File: config.mk
export PLATFORM = sky130hd
export DESIGN_NAME = rr_token_arbiter
export DESIGN_NICKNAME = d
export VERILOG_FILES = /design/src/rtl/rr_token_arbiter.sv
export SDC_FILE = /design/constraint.sdc
export NUM_CORES = 1
export LEC_CHECK = 0
export BUFFER_PORTS_ARGS = -buffer_cell sky130_fd_sc_hd__buf_2
export CAP_MARGIN = 25
export CORE_AREA = 2 2 39 41
export CTS_CLUSTER_DIAMETER = 50
export DETAILED_ROUTE_END_ITERATION = 10
export DIE_AREA = 0 0 41 43
export GPL_TIMING_DRIVEN = 0
export PLACE_DENSITY_LB_ADDON = 0.25
export SLEW_MARGIN = 20
export SYNTH_ARGS = -nofsm -noshare
export SYNTH_HDL_FRONTEND = slang
export SYNTH_SLANG_ARGS = --single-unit
File: constraint.sdc
create_clock -name i_clk -period 1.3 [get_ports i_clk]
set_input_delay 0.195 -clock i_clk [delete_from_list [all_inputs] [get_ports i_clk]]
set_output_delay 0.195 -clock i_clk [all_outputs]
set_load 0.05 [all_outputs]
File: src/rtl/rr_token_arbiter.sv
// Round-robin token arbiter: one pointer scans the clients and grants a four-phase req/ack handshake.
// Optional starvation checker is compiled in with `define STARVE_CHECK_EN.
module rr_token_arbiter #(
   parameter int N            = 3,
   parameter int STARVE_LIMIT = N + 2,
   localparam int IDW         = (N > 1) ? $clog2(N) : 1
) (
   input  logic           i_clk,
   input  logic           i_rst,
   input  logic [N-1:0]   i_req,
   output logic [N-1:0]   o_ack,
   output logic [IDW-1:0] o_grant_id,
   output logic           o_busy,
   output logic           o_starve_err
);

   localparam logic [IDW-1:0] LAST_ID = IDW'(N - 1);

   typedef enum logic [1:0] {
      SCAN  = 2'd0,
      READY = 2'd1,
      BUSY  = 2'd2
   } state_t;

   state_t         r_state;
   state_t         w_nextState;
   logic [IDW-1:0] r_ptr;
   logic [IDW-1:0] w_nextPtr;
   logic [IDW-1:0] w_ptrInc;
   logic [N-1:0]   r_ack;
   logic [N-1:0]   w_nextAck;
   logic [N-1:0]   w_ptrOneHot;
   logic           w_reqAtPtr;

   // The pointer wraps explicitly so non-power-of-two N never reaches an unused code.
   assign w_ptrInc = (r_ptr == LAST_ID) ? '0 : r_ptr + 1'b1;

   always_comb begin
      w_ptrOneHot = '0;
      w_reqAtPtr  = 1'b0;
      for (int i = 0; i < N; i++) begin
         if (r_ptr == IDW'(i)) begin
            w_ptrOneHot[i] = 1'b1;
            w_reqAtPtr     = i_req[i];
         end
      end
   end

   always_ff @(posedge i_clk) begin
      if (i_rst) begin
         r_state <= SCAN;
         r_ptr   <= '0;
         r_ack   <= '0;
      end else begin
         r_state <= w_nextState;
         r_ptr   <= w_nextPtr;
         r_ack   <= w_nextAck;
      end
   end

   // READY is unconditional so every grant keeps ack high for at least one cycle.
   always_comb begin
      w_nextState = r_state;
      w_nextPtr   = r_ptr;
      w_nextAck   = r_ack;
      case (r_state)
         SCAN: begin
            if (w_reqAtPtr) begin
               w_nextState = READY;
            end else begin
               w_nextPtr = w_ptrInc;
            end
         end
         READY: begin
            w_nextAck   = w_ptrOneHot;
            w_nextState = BUSY;
         end
         BUSY: begin
            if (!w_reqAtPtr) begin
               w_nextAck   = '0;
               w_nextPtr   = w_ptrInc;
               w_nextState = SCAN;
            end
         end
         default: begin
            w_nextState = SCAN;
            w_nextAck   = '0;
         end
      endcase
   end

   assign o_ack      = r_ack;
   assign o_grant_id = r_ptr;
   assign o_busy     = (r_state != SCAN);

`ifdef STARVE_CHECK_EN
   localparam int CNTW = IDW + 2;

   logic [CNTW-1:0] r_cnt [N];
   logic            r_starveErr;
   logic            w_limitHit;

   always_comb begin
      w_limitHit = 1'b0;
      for (int i = 0; i < N; i++) begin
         if (int'(r_cnt[i]) >= STARVE_LIMIT) begin
            w_limitHit = 1'b1;
         end
      end
   end

   // Any active grant clears all wait counters; only unserved, waiting clients accumulate.
   always_ff @(posedge i_clk) begin
      if (i_rst) begin
         for (int i = 0; i < N; i++) begin
            r_cnt[i] <= '0;
         end
         r_starveErr <= 1'b0;
      end else begin
         for (int i = 0; i < N; i++) begin
            if ((r_ack != '0) || !i_req[i] || r_ack[i]) begin
               r_cnt[i] <= '0;
            end else if (r_cnt[i] != {CNTW{1'b1}}) begin
               r_cnt[i] <= r_cnt[i] + 1'b1;
            end
         end
         if (w_limitHit) begin
            r_starveErr <= 1'b1;
         end
      end
   end

   assign o_starve_err = r_starveErr;
`else
   assign o_starve_err = 1'b0;
`endif

endmodule

## Word-level counts from Yosys, hierarchy flattened

Cells that the tools add are included.

| word-level totals | value |
|---|---|
| register bits | 7 |
| bits in latches | 0 |
| RAM bits | 0 |
| memory bits (read-only) | 0 |
| bits of input ports | 5 |
| output and inout port bits | 7 |
| logic and storage cells | 31 |
| memories kept | 0 |

| cells by class | value |
|---|---|
| $add $sub $neg | 1 |
| $mul | 0 |
| div/mod/pow operators | 0 |
| $lt $le $gt $ge | 0 |
| equality and inequality tests | 6 |
| shift operators | 0 |
| mux-type cells | 12 |
| bitwise operators | 2 |
| reduce and logical (&&, ||, !) cells | 7 |

Operator list:

| kind | count |
|---|---|
| 3-bit case mux with 3 select lines | 1 |
| 1-bit 2-to-1 mux | 6 |
| 2-bit 2-to-1 mux | 3 |
| 2-bit case mux with 3 select lines | 1 |
| 2-bit AND reduction | 3 |
| 2-bit by 1-bit equality test with 1-bit output (second input constant) | 2 |
| 2-bit equality test (second input constant) | 2 |
| 2-bit logical NOT | 2 |
| 2-bit != test (second input constant) | 2 |
| 3-bit 2-to-1 mux | 1 |
| 2-bit by 1-bit adder with 2-bit output (second input constant) | 1 |
| 1-bit NOT | 2 |
| 2-bit nonzero test | 1 |
| 2-bit OR reduction | 1 |

## Longest topological paths before layout

| logic depth | value |
|---|---|
| depth after elaboration | 6 |
| mapped depth | 4 |
| gate-level depth less buffers | 3 |

## Worst setup path before layout

Ideal clock, no wire load.

| path | value |
|---|---|
| path kind | register -> register |
| start point | register r_ptr[0] (netlist: o_grant_id[0]) |
| end point | register r_ack[1] (netlist: o_ack[1]) |
| setup time | 0.114 ns |
| arrival time | 1.538 ns |
| data required time | 1.186 ns |
| setup slack | -0.352 ns |
| stages on the path, launching flop included | 5 |
| buffers on the path | 1 |
| period minus slack after synthesis | 1.652 ns |
| cell sequence | dfxtp_1 buf_6 mux2_4 o221a_1 a21o_1 |

| on the way | value |
|---|---|
| word-level cells in the longest chain between the ends | 6 |
| elaborated cells between the ends (all ways) | 10 |
| those cells by class | 3 x eq/ne; 5 x mux; 2 x reduce/logical |

Ends and longest elaborated chain:

| item | RTL line | text |
|---|---|---|
| start, declared | 27 | `logic [IDW-1:0] r_ptr;` |
| start signal, assigned | 56 | `r_ptr <= w_nextPtr;` |
| 2-bit logical NOT | 42 | `if (r_ptr == IDW'(i)) begin` |
| 1-bit 2-to-1 mux (3 in a row) | 42 |  |
| 2-bit != test (no source line) | -- |  |
| 2-bit AND reduction (no source line) | -- |  |
| end signal, assigned | 57 | `r_ack <= w_nextAck;` |
| end, declared | 30 | `logic [N-1:0] r_ack;` |

Parallel ways exist; a longest one is shown, timed or not.
A chain may end at the register's enable or synchronous reset.

## Worst setup path in the final report

Same ends and word-level chain as after synthesis.

==> summary.txt <==
STA
  • Slew Viols, Final: 0
  • Period Utilization, post-route: 0.946
  • Setup Viol. Count Final: 0
  • TNS Setup: 0 ns
  • Fmax: 813 MHz
  • RSZ-0062 raised after global routing: no
  • Setup skew after layout: 0.00250 ns
  • Min Tclk post-route: 1.23 ns
  • Final hold viol count: 0

Final layout
  • Layout cells sized above 1: 0.389
  • Final instance area: 477 um2
  • FILL cells: 153
  • Ant diodes: 0
  • Nets@finish: 60
  • Area Overhead vs Synth: 24.9%

Drt
  • Vias: 338
  • Via-per-instance ratio: 4.83
  • Antenna Nets Post-Route: 0
  • Drt wl/cell: 10.7 um
  • Final wirelength: 747 um
  • DRC viols: 0
  • Drt initial violations: 8
  • Drt pass-1 iters: 4

Floorplanning
  • Die width: just over 40 um
  • Row count: 14
  • Num ports: 12
  • Initial Utilization: 0.276
  • Core Region: 1380 um2
  • DIE HEIGHT: 43 um
  • Die area: between 1500 and 2000 um2

Clocking
  • Cts bufs inserted: 3
  • Worst-path clk slew: roughly 0.050 ns
  • CTS Buffer Depth: 2
  • Clock Tree Root: clkbuf_4
  • Post CTS Setup Buffer Count: 0
  • Total clock sinks: 7
  • CTS tree: built
  • H-tree level count: 1
  • Hold_buf cts: 0
  • Clk Latency, worst-skew pair: 0.25 ns

Hold path
  • Hold Path Sink: o_grant_id[1]
  • Worst min-delay path class: in -> reg
  • Worst hold start: i_req[1]
  • Hold Path Depth: 3

Worst setup path
  • FF-to-FF setup slack: 0.07 ns
  • Critical Path Sink Type: flop
  • Req. time, crit path: approximately 1.5 ns
  • Critical path class: reg -> reg
  • R2r startpoint: o_grant_id[0]
  • R2R cell count: 3
  • Critical path fanouts, max: 11
  • CP arrival: 1.38 ns
  • Worst r2r dst: o_ack[1]
  • Crit start category: flop

GRT
  • Maximum number of pins on one net before global-route repair: 11
  • Tot GR Track Use: 0.108
  • Total congestion overflow: 0
  • First-pass GRT wire length: 1230 um
  • Vias in the first global route: 303
  • Initial antenna violation count: 0

Place
  • Gpl congestion: between 0.7 and 0.8
  • I/O Buffers: 9
  • Dpl hpwl: roughly 530 um
  • Area after DPL: approximately 450 um2

Synthesis
  • Top FF cell, synth: dfxtp_1
  • Synth top area share: 0.367
  • Ys async rst share: 0
  • Mapped Avg Cell Area: approximately 8.9 um2
  • Synth Register Bits: 7
  • Most common cell in the synthesized netlist: dfxtp_1
  • Number of flops mapped to enable cells by yosys: 0
  • Post-Syn Area: around 380 um2
  • Mapped Cells: 43
  • Seq/Total Area, Yosys: 0.367
  • Synth warnings: 0
  • Netlist cell types: 25
  • Top cells by count, synth: dfxtp_1 (7), nand2_1 (5), a21o_1 (3), o21ai_0 (3)
  • Post-Syn Nets: 48
  • Leading post-synthesis cells by cell area: dfxtp_1 (37%), a21o_1 (5.9%), nand2_1 (4.9%)
  • Yosys top cell by area: dfxtp_1

Power and ir drop
  • IR drop worst, VDD: 0.000523 V
  • PD cells: 1380 nW/um2
  • Leakage: approximately 0.00021 uW

Job
  • Max_cap viols: 0

Outcome
  • Outcome: completed
## worst max path at each step
stage,startpoint,end,slack [ns],cells past startpoint
6_report,o_grant_id[0],o_ack[1],0.07,3
5_1_grt,o_grant_id[1],o_grant_id[1],0.02,3
4_1_cts,o_grant_id[0],o_ack[2],0.01,4
3_5_place_dp,o_grant_id[0],o_ack[2],0.02,4
3_3_place_gp,o_grant_id[0],o_ack[2],0.02,4
2_1_floorplan,o_grant_id[0],o_ack[1],-0.06,4
## per-layer routing
metal	up-vias	GRT usage	wire, um
li1	176	-	-
met1	145	0.121	310
met2	15	0.144	347
met3	2	0.0785	83
met4	0	0.0600	6
met5	-	0	0
## critical path: stages, from the launching register on
cell,delay [ns]
dfxtp_4,0.40
mux2_4,0.31
o221a_1,0.26
a21o_1,0.16
## stage by stage
step	utilization	hold WS (ns)	cells	total power, uW	worst slack [ns]
after floorplan	-	0.371	43	414	-0.0625
after global placement	0.326	0.439	68	454	0.0165
after detailed placement	0.326	0.445	68	452	0.0238
after CTS	0.359	0.234	72	686	0.0124
after global routing	0.344	0.269	70	694	0.0240
final	0.344	0.248	70	658	0.0702
## kinds of logic after synthesis
group,synth area share
buffers and inverters,0.0852
muxes,0.0656
DFF,0.367
AOI/OAI and AO/OA,0.193
other,0.00983
and+or+nand+nor,0.279
## state kept, by name, summed over array words and instances (netlist names)
| register | cells |
|---|---|
| o_ack | 3 |
| o_grant_id | 2 |
| r_state | 2 |
## report_power, final
part | leakage (uW) | switching [uW] | internal, uW | total (uW)
registers | 0.0000591 | 31.7 | 237 | 269
logic | 0.000139 | 111 | 79.5 | 190
clock network | 0.0000150 | 81.3 | 117 | 198
total | 0.000213 | 224 | 434 | 658
## placed cells by master (no fill, tap or decap), types with 2 or more instances in the layout
cell,instances
buf_2,9
dfxtp_2,3
clkbuf_4,3
a21o_1,3
o211ai_1,2
nand2_1,5
nor4_1,2
dfxtp_1,3
a21oi_1,2
o21ai_0,3
## cell type report
class | count | area, um2 | share of cell area
tap | 16 | 20.0 | 0.0420
buffer | 3 | 16.3 | 0.0341
sequential | 7 | 148 | 0.310
timing repair buffer | 9 | 55.1 | 0.115
clock buffer | 4 | 26.3 | 0.0551
multi-input combinational | 31 | 211 | 0.444
## timing repair
item                       in CTS  in global routing
cloned                          0                  0
resized for setup               6                  2
setup endpoints to repair       1                  3
(Power assumes the default switching activity.)
